===== src/rtl/bound_stream_reducer.sv =====
// Streaming bound reducer: folds a valid/ready stream of signed constraint candidates
// into the tightest [lower, upper] interval for one variable and offers it on a result port.
module bound_stream_reducer #(
   parameter int WIDTH   = 8,
   parameter int COUNT_W = 4
) (
   input  logic               clk,
   input  logic               reset,
   input  logic               start,
   input  logic               cand_valid,
   output logic               cand_ready,
   input  logic [WIDTH-1:0]   cand_value,
   input  logic               cand_activation,
   input  logic               cand_sign,
   input  logic               cand_last,
   output logic [WIDTH:0]     lower_bound,
   output logic               lower_valid,
   output logic [WIDTH:0]     upper_bound,
   output logic               upper_valid,
   output logic               infeasible,
   output logic [COUNT_W-1:0] cand_count,
   output logic               out_valid,
   input  logic               out_ready,
   output logic               busy,
   output logic [1:0]         state_dbg
);

   // Handshakes: a transfer happens on a rising edge where valid and ready are both 1;
   // a producer holding valid keeps its payload stable until that edge, and ready
   // never depends combinationally on valid (both ready and out_valid are flops).

   typedef enum logic [1:0] {
      S_IDLE  = 2'd0,
      S_ACCUM = 2'd1,
      S_DONE  = 2'd2
   } state_t;

   state_t state;

   logic                accept;
   logic signed [WIDTH:0] cand_ext;
   logic signed [WIDTH:0] cand_neg;
   logic signed [WIDTH:0] lower_s;
   logic signed [WIDTH:0] upper_s;
   logic                lower_take;
   logic                upper_take;

   assign accept   = cand_valid & cand_ready;
   // One extra bit so negating the most negative candidate stays exact.
   assign cand_ext = {cand_value[WIDTH-1], cand_value};
   assign cand_neg = -cand_ext;
   assign lower_s  = lower_bound;
   assign upper_s  = upper_bound;

   // Strict compares: an equal candidate leaves the bound untouched.
   assign lower_take = cand_activation & cand_sign &
                       (~lower_valid | (cand_neg > lower_s));
   assign upper_take = cand_activation & ~cand_sign &
                       (~upper_valid | (cand_ext < upper_s));

   assign infeasible = lower_valid & upper_valid & (lower_s > upper_s);
   assign busy       = (state != S_IDLE);
   assign state_dbg  = state;

   always_ff @(posedge clk) begin
      if (reset) begin
         state       <= S_IDLE;
         lower_bound <= '0;
         lower_valid <= 1'b0;
         upper_bound <= '0;
         upper_valid <= 1'b0;
         cand_count  <= '0;
         cand_ready  <= 1'b0;
         out_valid   <= 1'b0;
      end else begin
         case (state)
            S_IDLE: begin
               if (start) begin
                  state       <= S_ACCUM;
                  cand_ready  <= 1'b1;
                  lower_bound <= '0;
                  lower_valid <= 1'b0;
                  upper_bound <= '0;
                  upper_valid <= 1'b0;
                  cand_count  <= '0;
               end
            end

            S_ACCUM: begin
               if (accept) begin
                  if (cand_count != {COUNT_W{1'b1}}) begin
                     cand_count <= cand_count + 1'b1;
                  end
                  if (lower_take) begin
                     lower_bound <= cand_neg;
                  end
                  if (cand_activation & cand_sign) begin
                     lower_valid <= 1'b1;
                  end
                  if (upper_take) begin
                     upper_bound <= cand_ext;
                  end
                  if (cand_activation & ~cand_sign) begin
                     upper_valid <= 1'b1;
                  end
                  if (cand_last) begin
                     state      <= S_DONE;
                     cand_ready <= 1'b0;
                     out_valid  <= 1'b1;
                  end
               end
            end

            S_DONE: begin
               if (out_ready) begin
                  state     <= S_IDLE;
                  out_valid <= 1'b0;
               end
            end

            default: begin
               state      <= S_IDLE;
               cand_ready <= 1'b0;
               out_valid  <= 1'b0;
            end
         endcase
      end
   end

endmodule


===== config.mk =====
export PLATFORM = sky130hd
export DESIGN_NAME = bound_stream_reducer
export DESIGN_NICKNAME = d
export VERILOG_FILES = /design/src/rtl/bound_stream_reducer.sv
export SDC_FILE = /design/constraint.sdc
export NUM_CORES = 1
export LEC_CHECK = 0
export CAP_MARGIN = 20
export CORE_UTILIZATION = 40
export DETAILED_ROUTE_END_ITERATION = 12
export GPL_TIMING_DRIVEN = 1
export PLACE_DENSITY = 0.66
export SLEW_MARGIN = 20
export SYNTH_ARGS = -nofsm -noshare
export SYNTH_HDL_FRONTEND = slang
export SYNTH_SLANG_ARGS = --single-unit

===== constraint.sdc =====
create_clock -name clk -period 4.3 [get_ports clk]
set_input_delay 0.86 -clock clk [delete_from_list [all_inputs] [get_ports clk]]
set_output_delay 0.86 -clock clk [all_outputs]
set_load 0.02 [all_outputs]

== Word level (Yosys, flattened, before mapping) ==
Index checks and enable logic that the tools add are counted.

* Add/subtract/negate cells: 2
* Magnitude comparators: 3
* Multiplexer cells: 31
* Bitwise gates (word level): 14
* Reduce and logical (&&, ||, !) cells: 11
* Equal/unequal tests: 12

{| class="wikitable"
|+ Operators by type and width
! cell !! number
|-
| 9-bit two-way mux || 5
|-
| 9-bit case mux with 2 select lines || 2
|-
| 4-bit AND reduction || 8
|-
| 9-bit > comparator || 2
|-
| 2-bit != test (second input constant) || 9
|-
| 4-bit two-way mux || 3
|-
| 1-bit two-way mux || 11
|-
| 8-bit by 9-bit < comparator with 1-bit output || 1
|-
| 8-bit negator with 9-bit output || 1
|-
| 2-bit two-way mux || 4
|-
| 4-bit case mux with 2 select lines || 1
|-
| 1-bit AND || 7
|-
| 1-bit case mux with 3 select lines || 2
|-
| 2-bit case mux with 3 select lines || 1
|-
| 1-bit NOT || 5
|-
| 4-bit by 1-bit adder with 4-bit output (second input constant) || 1
|-
| 4-bit != test (second input constant) || 1
|-
| 1-bit case mux with 2 select lines || 2
|-
| 2-bit nonzero test || 2
|-
| 2-bit by 1-bit == test with 1-bit output (second input constant) || 1
|-
| 2-bit == test (second input constant) || 1
|-
| 2-bit logical NOT || 1
|-
| 1-bit bitwise OR || 2
|}

* Bits of input ports: 16
* Output and inout bits: 30
* Register bits: 28
* Word-level logic and storage cells: 81

== Longest topological paths before layout ==
Gate-level depths: netlist of the first run.

* Depth in word-level cells: 7
* Mapped depth: 12
* Mapped depth without buffers: 11

== Worst setup path before layout of the first run ==
OpenSTA, ideal clock, no wires.

* Path kind: input-to-reg
* From: input port cand_value[0]
* To: register lower_bound[0]
* Library setup time: 119 ps
* Slack: 1171 ps
* Stages on the path: 11
* Arrival: 3010 ps
* Path buffers: 1
* Required time: 4181 ps
* Path through: inv_1 -> ha_1 -> or3b_1 -> nor3_1 -> a21oi_1 -> ha_1 -> or4b_4 -> a21oi_2 -> a221oi_2 -> buf_6 -> mux2i_1

* Longest elaborated chain between the ends: 6
* Elaborated cells between the ends (all ways): 9
* Those cells by class: add/sub (1); order compare (1); eq/ne (1); mux (3); bitwise (2); reduce/logical (1)

{| class="wikitable"
|+ RTL lines
! what !! line !! text
|-
| start: declaration || 12 || <nowiki>input logic [WIDTH-1:0] cand_value,</nowiki>
|-
| 8-bit negator with 9-bit output * || 51 || <nowiki>assign cand_neg = -cand_ext;</nowiki>
|-
| 9-bit > comparator || 57 || <nowiki>(~lower_valid | (cand_neg > lower_s));</nowiki>
|-
| 1-bit bitwise OR || 57 ||
|-
| 1-bit AND || 56 || <nowiki>assign lower_take = cand_activation & cand_sign &</nowiki>
|-
| 2-bit != test (no source line) || - ||
|-
| 4-bit AND reduction (no source line) || - ||
|-
| end signal: assignment || 95 || <nowiki>lower_bound <= cand_neg;</nowiki>
|-
| end: declaration || 16 || <nowiki>output logic [WIDTH:0] lower_bound,</nowiki>
|}

Mark *: on every way between the ends. The rest lies on a longest branch, timed or not. The select of a mux whose other input is x is not followed.
A chain may end at the register's enable or synchronous reset.

== Final worst setup path of the first run ==
Ends and elaborated chain as after synthesis.

==> results.tsv, run 1 <==
stage	metric	value	unit
floorplan	core_area	4790	um^2
drt	drt_wl_total	4460	um
synth	synth_edf_count	0	
floorplan	rows	25	
timing	fin_crit	3.62	ns
drt	vias	1739	
timing	hold_viol	0	
cts	cts_tree	built	
critical_path	cp_data_required_time	4.47	ns
synth	synth_top_cells_by_area	dfxtp_1 (27%), ha_1 (17%), mux2i_1 (8.5%), nand2b_1 (6.8%), inv_1 (4.7%)	
floorplan	initial_utilization	42.0	%
drt	drc	0	
critical_path	crit_family	simple AND/OR/NAND/NOR gates	
pwr	max-vdd-ir-drop	112	uV
cts	clockBufferDepth	2	
cts	cts_buffers	3	
drt	drtAntennaViolNets	0	
pwr	power.density	231	nW/um^2
timing	fin_skew	0.00473	ns
drt	wl_per_cell	13.0	um
outcome	status	complete, no violations	
synth	yosys_most_used_dff	dfxtp_1	
critical_path	critPathMaxFanout	9	
timing	fin_ws	0.682	ns
timing	fin_crit_sh	84.1	%
critical_path	r2r_slack	2.23	ns
drt	drt-initial-drc-count	72	
critical_path	cp_num_buf_inv	3	
cts	cts_sinks	27	
synth	ys_seq_area_share	26.9	%
synth	syn_inst	231	
synth	ys_warn_count	0	
timing	tns	0	ns
layout	areaGrowthSynthToFinish	27.3	%
critical_path	arrival	3.79	ns
cts	cts_root_buf	clkbuf_8	
synth	yosysTopAreaCell	dfxtp_1	
critical_path	end_kind	register	
critical_path	crit_path_cell_trace	clkdlybuf4s50_1 > inv_1 > ha_1 > or3b_1 > nor3_1 > a21oi_1 > ha_1 > or4b_4 > a21oi_2 > a221oi_2 > buf_4 > mux2i_1	
synth	synthArstFlopShare	0	%
floorplan	fp.dieW	72.9	um
cts	insertion_delay	0.28	ns
floorplan	ioPinCount	46	
drt	drt-vias-per-instance	5.08	
timing	fmax	0.276	GHz
placed_design	dpl_worst_slack	0.383	ns
pwr	leakagePower	0.000965	uW
timing	tightestPinTransition	0.903	ns
synth	netlist_area	2010	um^2
grt	grt.overflow.total	0	
synth	synth.area.mux_share	9.02	%
cts	postCtsResizedCells	0	
grt	grt_pass1_vias	1598	
layout	antenna_cells_inserted	0	
floorplan	die_y	72.9	um
critical_path	crit_top_cell	ha_1	
synth	synthSimpleGateAreaFrac	24.1	%
placed_design	gp_congestion	0.946	
critical_path	max_stage_delay	0.48	ns
placed_design	portBuffers	45	
drt	firstDrtPassIters	4	
grt	grt_max_degree	33	
timing	maxSlewViolCount	0	
floorplan	die_area	5320	um^2
flow_run	cap_violations	0	
synth	synth.top_cell.area_share	26.9	%
timing	setup_violations	0	
timing	slew-limit-headroom	39.6	%
layout	drive_above_1_share	4.73	%
critical_path	crit_type	primary input to register	
synth	synth.cells.most_frequent	dfxtp_1 (27), ha_1 (27), inv_1 (25), nand2b_1 (22), mux2i_1 (17)	
grt	antenna_found_initial	0	
synth	synth_top_family_by_area	simple AND/OR/NAND/NOR gates	
cts	path_clk_slew	0.10	ns
synth	synth_compound_area_share	12.4	%
synth	synth-seq-cells	27	
synth	synthXorXnorAreaFrac	3.92	%
cts	cts_hold_buf	0	
critical_path	cp-start-kind	primary input	
worst_hold_path	min_path_type	register to register	
synth	ys_types	46	
grt	grt_use_total	17.9	%
timing	rsz0062_at_grt	false	
placed_design	dpl.hpwl	3580	um
grt	grt_pass1_wl	7440	um
critical_path	slowest_stage	clkdlybuf4s50_1	
synth	postSynthNetCount	274	
layout	nets	319	
cts	cts_setup_buffers	0	
synth	syn_avg_cell_area	8.71	um^2
synth	synth_fa_ha_area_share	16.8	%
cts	h-tree-depth	1	
[logic make-up (layout without fill, tap and decap cells)]
group | after synthesis | after routing
buf+inv | 32 | 76
simple gates | 86 | 86
fa+ha+maj | 27 | 27
xor+xnor | 9 | 9
flops | 27 | 27
compound gates | 32 | 32
mux | 18 | 18
[state kept, by name, indices dropped and copies added (netlist names)]
signal       count
lower_bound      9
lower_valid      1
out_valid        1
upper_bound      8
cand_ready       1
state_dbg        2
upper_valid      1
cand_count       4
[power breakdown]
part / switching (uW) / internal [uW] / total, uW
Clock: 85.3 / 66.6 / 152
Sequential: 13.6 / 259 / 273
Combinational: 84.9 / 82.7 / 168
Total: 184 / 409 / 593
[metal layers]
| metal | GRT usage [%] | vias up | wire (um) |
|---|---|---|---|
| met5 | 0 | - | 0 |
| met4 | 5.23 | 0 | 48 |
| met3 | 2.07 | 6 | 85 |
| met2 | 28.0 | 27 | 1960 |
| met1 | 25.9 | 807 | 2370 |
| li1 | - | 899 | - |
[worst min-delay path: cells and delay by family (launching register included)]
kind	cells	cell delay [ns]
AO/OA/AOI/OAI	1	0.06
buffers and inverters	1	0.05
flip-flops	1	0.32
[path summary, 6_finish.rpt]
kind            startpoint             end  depth (start not counted)
min              out_valid       out_valid                          2
min reg2reg      out_valid       out_valid                          2
max reg2reg   state_dbg[0]  upper_bound[1]                          5
max          cand_value[0]  lower_bound[0]                         12
[final cells by class]
cell class | count | area (um^2)
inverter | 25 | 93.8
tap | 67 | 83.8
fill | 471 | 2220
multi-input combinational | 172 | 1330
clock buffer | 4 | 45.0
timing repair buffer | 47 | 465
sequential | 27 | 541
[cell usage in the layout (no fill, tap or decap), drive strengths merged, types with 4 or more instances in the layout]
cell type      instances
ha                    27
o21ai                  5
a21oi                  9
clkdlybuf4s50         45
dfxtp                 27
nand3b                 5
inv                   25
nand2b                22
mux2i                 17
xnor2                  5
nor2                  12
nand4                  5
nand2                 15
nand3                  6
xor2                   4
clkbuf                 4
[stage by stage]
stage	utilization, %	hold WS (ns)	instances	total power, uW	area [um^2]
after CTS	53.5	0.483	342	598	2560
final	53.5	0.474	342	593	2560
after global routing	53.5	0.509	342	622	2560
after global placement	52.6	0.467	338	446	2520
after detailed placement	52.6	0.468	338	447	2520
after floorplan	-	0.542	231	384	2010
No activity file was read; power rests on OpenSTA's default activity.
==> run 2: changes to the inputs <==
==> constraint.sdc (replaced) <==
create_clock -name clk -period 3.52 [get_ports clk]
set_input_delay 0.704 -clock clk [delete_from_list [all_inputs] [get_ports clk]]
set_output_delay 0.704 -clock clk [all_outputs]
set_load 0.02 [all_outputs]
==> run 2 against run 1 <==
Critical path depth unchanged. Clock-buffer cell count decreased by 1. Sequential share of layout area decreased by 1.2 points. Worst hold slack worse by 0.00088 ns. Sequential cell count unchanged. First-iteration DRC count fell by 31%. Core utilization grew 3.1 points. Clock power rose by 22%. Via count rose by 2.6%. Total power grew 26%. Die area unchanged. Setup slack got worse by 0.43 ns. Largest cell class unchanged.
==> results.tsv, run 2 (synthesis gave the netlist of run 1 again) <==
stage	metric	value	unit
critical_path	ff2ff_path_depth	5	
grt	grt_max_degree	22	
grt	grt_pass1_wl	7820	um
critical_path	end_kind	register	
placed_design	dpl.hpwl	3810	um
critical_path	arrival	3.44	ns
timing	tightestPinTransition	0.612	ns
critical_path	slowest_stage	or4b_4	
timing	fin_crit	3.26	ns
grt	antenna_found_initial	0	
worst_hold_path	min_path_type	register to register	
cts	h-tree-depth	1	
placed_design	gp_congestion	0.854	
grt	grtUsageMet3	2.07	%
timing	worst_hold_slack	0.473	ns
cts	clockBufferDepth	2	
grt	grt_use_total	19.1	%
grt	busiest_layer	met2	
critical_path	cp-start-kind	primary input	
cts	cts_root_buf	clkbuf_8	
layout	final_common_cell	clkdlybuf4s50_1	
critical_path	r2r_slack	1.42	ns
worst_hold_path	holdPathEnd	out_valid	
layout	regMostFlops	lower_bound	
critical_path	critPathLaunch	cand_value[0]	
placed_design	portBuffers	45	
floorplan	rows	25	
timing	fin_crit_sh	92.7	%
cts	cts_sinks	27	
cts	insertion_delay	0.28	ns
drt	wl_per_cell	13.3	um
drt	firstDrtPassIters	4	
layout	antenna_cells_inserted	0	
grt	grt_pass1_vias	1680	
layout	nets	335	
cts	cts_buffers	3	
worst_hold_path	hold_depth	2	
critical_path	reg2reg_from	state_dbg[0]	
layout	areaGrowthSynthToFinish	34.8	%
timing	rsz0062_at_grt	false	
drt	drtAntennaViolNets	0	
floorplan	fp.dieW	72.9	um
grt	grt.overflow.total	0	
outcome	status	complete, no violations	
pwr	power.density	275	nW/um^2
drt	drt-initial-drc-count	50	
critical_path	cp_data_required_time	3.70	ns
critical_path	crit_path_cell_trace	clkdlybuf4s50_1 > inv_1 > ha_1 > or3b_1 > nor3_2 > a21oi_1 > ha_1 > or4b_4 > a21oi_2 > a221oi_4 > buf_12 > mux2i_1	
cts	cts_hold_buf	0	
timing	slew-limit-headroom	59.1	%
drt	vias	1785	
layout	num-fill-cells	450	
layout	layout_common_cells	clkdlybuf4s50_1 (45), ha_1 (27), dfxtp_1 (27)	
cts	cts_tree	built	
drt	drc	0	
timing	fmax	0.306	GHz
layout	drive_above_1_share	10.7	%
critical_path	r2r-end	upper_bound[3]	
grt	use_met2	30.5	%
floorplan	core_area	4790	um^2
floorplan	initial_utilization	42.0	%
layout	top_regs	lower_bound: 9 flops, upper_bound: 8 flops, cand_count: 4 flops	
critical_path	crit_type	primary input to register	
timing	hold_viol	0	
pwr	leakagePower	0.00105	uW
timing	fin_skew	0.00169	ns
pwr	max-vdd-ir-drop	139	uV
critical_path	max_stage_delay	0.47	ns
floorplan	die_y	72.9	um
critical_path	critPathMaxFanout	9	
grt	grtUsageMet1	26.9	%
layout	largest_reg_flops	9	
flow_run	cap_violations	0	
worst_hold_path	min-delay-start	out_valid	
cts	path_clk_slew	0.10	ns
pwr	total_power	745	uW
critical_path	crit_top_cell	ha_1	
timing	setup_violations	0	
drt	drt-vias-per-instance	4.99	
timing	maxSlewViolCount	0	
floorplan	ioPinCount	46	
drt	drt_wl_total	4750	um
floorplan	die_area	5320	um^2
## run 2: changes by cell type in the layout (fill, tap and decap cells not counted)
cell / delta
buf_4: +15
clkbuf_1: -1
buf_12: +1
nor3_2: +1
clkinv_2: +1
a221oi_2: -1
nor3_1: -1
a221oi_4: +1
## run 2: through the flow
stage	util [%]	instance area, um^2	setup WS, ns	std cells	setup TNS (ns)
2_1_floorplan	-	2010	0.547	231	0
3_3_place_gp	54.9	2630	-0.412	353	-3.70
3_5_place_dp	54.9	2630	-0.502	353	-4.39
4_1_cts	56.1	2690	0.0133	357	0
5_1_grt	56.7	2710	0.0972	358	0
6_report	56.7	2710	0.256	358	0
## run 2: metal layers
layer,part of all wire (%),vias up
met5,0,-
met4,1.0,0
met3,2.2,6
met2,44,29
met1,53,816
li1,-,934
## run 2: worst max-delay path by stage
stage | end | slack (ns) | depth (start not counted)
floorplan | lower_bound[0] | 0.55 | 11
global placement | lower_bound[6] | -0.41 | 11
detailed placement | lower_bound[1] | -0.50 | 11
CTS | lower_bound[0] | 0.01 | 11
global route | lower_bound[6] | 0.1 | 12
finish | lower_bound[0] | 0.26 | 12
## run 2: layout make-up
type                    instances  area, um^2  share of cell area, %
multi-input cells             172        1350                   49.7
repair buffers                 63         598                   22.1
flip-flops and latches         27         541                   19.9
inverters                      25        93.8                   3.46
well taps                      67        83.8                   3.09
clock buffers                   3        41.3                   1.52
clock inverters                 1        5.00                  0.185
## run 2: repair_timing
action	in CTS	in global routing
buffers inserted	0	1
pin swaps	0	1
gates resized for setup	1	1
gates cloned	0	0
setup endpoints to repair	9	9
## run 2: worst max-delay path, delay by kind of cell
kind,cells,cell delay [ns]
AO/OA/AOI/OAI,3,0.41
adder cells (fa/ha/maj),2,0.48
buffers and inverters,3,0.69
multiplexers,1,0.11
AND/OR/NAND/NOR,3,1.06
## run 2: report_power, final
part / internal, uW / switching, uW
clock: 79.6 / 105
sequential: 317 / 16.9
combinational: 116 / 110
total: 513 / 232
==> run 3: changes to the inputs <==
--- a/config.mk
+++ b/config.mk
@@ -6,10 +6,10 @@
 export NUM_CORES = 1
 export LEC_CHECK = 0
 export CAP_MARGIN = 20
-export CORE_UTILIZATION = 40
+export CORE_UTILIZATION = 50
 export DETAILED_ROUTE_END_ITERATION = 12
 export GPL_TIMING_DRIVEN = 1
-export PLACE_DENSITY = 0.66
+export PLACE_DENSITY = 0.8
 export SLEW_MARGIN = 20
 export SYNTH_ARGS = -nofsm -noshare
 export SYNTH_HDL_FRONTEND = slang
==> run 3 against run 2 <==
Sequential cell count stayed put. Critical path depth unchanged. Final cell count decreased by 4.5%. Total power shrank 0.43%. Die area fell by 19%. Sequential share of layout area hardly changed. Register-to-register slack improved by 0.05 ns. Core utilization up 15 points. Critical endpoint is now lower_bound[4]. Highest routed layer unchanged.
==> results.tsv, run 3 (synthesis gave the netlist of run 1 again) <==
stage	metric	value	unit
grt	antenna_found_initial	0	
drt	drt-vias-per-instance	5.43	
placed_design	gp_congestion	0.989	
layout	fin_util	71.7	%
pwr	p_sw	226	uW
outcome	status	complete, no violations	
critical_path	cp-start-kind	primary input	
floorplan	rows	22	
grt	grt_pass1_vias	1690	
grt	grt_pass1_wl	7800	um
layout	largest_reg_flops	9	
pwr	p_comb_share	31.2	%
critical_path	crit_path_cell_trace	clkdlybuf4s50_1 > inv_1 > ha_1 > or3b_1 > nor3_1 > a21oi_1 > ha_1 > or4b_4 > a21oi_2 > a221oi_4 > buf_12 > mux2i_1	
critical_path	arrival	3.52	ns
critical_path	crit_top_cell	ha_1	
layout	areaGrowthSynthToFinish	34.5	%
drt	firstDrtPassIters	4	
layout	nets	338	
pwr	switching_share	30.5	%
cts	h-tree-depth	1	
pwr	leakagePower	0.00107	uW
floorplan	die_area	4280	um^2
cts	path_clk_slew	0.09	ns
cts	cts_tree	built	
floorplan	core_area	3770	um^2
layout	drive_above_1_share	11.2	%
drt	drc	0	
timing	fin_crit	3.35	ns
cts	insertion_delay	0.28	ns
grt	grt.overflow.total	0	
placed_design	dpl.hpwl	3810	um
layout	final_common_cell	clkdlybuf4s50_1	
critical_path	crit_type	primary input to register	
floorplan	fp.dieW	65.4	um
placed_design	portBuffers	45	
timing	fin_crit_sh	95.1	%
timing	tightestPinTransition	0.662	ns
layout	regMostFlops	lower_bound	
worst_hold_path	min_path_type	register to register	
cts	cts_buffers	3	
drt	wl_per_cell	14.1	um
flow_run	cap_violations	0	
timing	fin_ws	0.171	ns
floorplan	die_y	65.4	um
grt	grt_use_total	23.6	%
drt	drt_wl_total	4830	um
timing	rsz0062_at_grt	false	
critical_path	critPathMaxFanout	9	
timing	setup_violations	0	
timing	fin_skew	0.00343	ns
cts	clockBufferDepth	2	
layout	top_regs	lower_bound: 9 flops, upper_bound: 8 flops, cand_count: 4 flops	
pwr	power_frac_seq	44.9	%
critical_path	max_stage_delay	0.47	ns
cts	cts_root_buf	clkbuf_8	
timing	maxSlewViolCount	0	
timing	slew-limit-headroom	55.7	%
timing	hold_viol	0	
cts	cts_hold_buf	0	
pwr	max-vdd-ir-drop	225	uV
drt	vias	1858	
pwr	p_clk_share	23.9	%
pwr	p_int	516	uW
layout	antenna_cells_inserted	0	
pwr	power.density	274	nW/um^2
drt	drtAntennaViolNets	0	
layout	layout_common_cells	clkdlybuf4s50_1 (45), ha_1 (27), dfxtp_1 (27)	
placed_design	dpl_worst_slack	-0.493	ns
cts	cts_sinks	27	
floorplan	initial_utilization	53.4	%
grt	grt_max_degree	21	
critical_path	slowest_stage	or4b_4	
timing	fmax	0.299	GHz
critical_path	end_kind	register	
drt	drt-initial-drc-count	87	
critical_path	cp_data_required_time	3.69	ns
floorplan	ioPinCount	46	
-- run 3: cell count changes in the layout (fill, tap and decap cells not counted), sizes merged --
cell  change
buf       +3
-- run 3: final cells by class --
class	instances	area [um^2]
sequential	27	541
timing repair buffer	66	621
multi-input combinational	172	1340
clock buffer	3	41.3
clock inverter	1	5.00
inverter	25	93.8
fill	315	1070
tap	48	60.1
-- run 3: what timing repair did --
| item | in CTS | in global routing |
|---|---|---|
| setup buffers | 0 | 1 |
| pin swaps | 0 | 1 |
| hold endpoints to repair | 0 | 0 |
| endpoints found under the setup margin | 9 | 9 |
| gates resized for setup | 1 | 0 |
-- run 3: worst max-delay path, delay by kind of cell --
| kind | cells | cell delay, ns |
|---|---|---|
| AND/OR/NAND/NOR | 3 | 1.12 |
| buffers and inverters | 3 | 0.69 |
| adder cells (fa/ha/maj) | 2 | 0.47 |
| AO/OA/AOI/OAI | 3 | 0.41 |
| multiplexers | 1 | 0.12 |
-- run 3: routing by layer --
layer	GRT usage [%]	wire length, um
met1	31.5	2330
met2	38.4	2200
met3	4.69	210
met4	6.52	89
met5	0	0
-- run 3: path summary, 6_finish.rpt --
| check | to | slack [ns] | cells after the start | startpoint |
|---|---|---|---|---|
| worst max-delay path | lower_bound[4] | 0.17 | 12 | cand_value[0] |
| worst min register to register | out_valid | 0.48 | 2 | out_valid |
| worst min-delay path | out_valid | 0.48 | 2 | out_valid |
| worst max register to register | lower_bound[4] | 1.47 | 6 | state_dbg[0] |
-- run 3: power groups by stage --
stage | clock [uW] | combinational (uW) | sequential [uW]
floorplan | 0 | 121 | 348
global placement | 0 | 220 | 340
detailed placement | 0 | 223 | 340
CTS | 182 | 226 | 333
global route | 198 | 251 | 336
finish | 177 | 231 | 333
-- run 3: metrics by stage --
step	setup TNS [ns]	instance area (um^2)	hold WS (ns)	total power (uW)	std cells
after global placement	-3.62	2630	0.458	559	337
after global routing	0	2710	0.521	785	342
final	0	2710	0.478	741	342
after CTS	0	2690	0.482	740	341
after floorplan	0	2010	0.542	469	231
after detailed placement	-4.22	2630	0.467	563	337
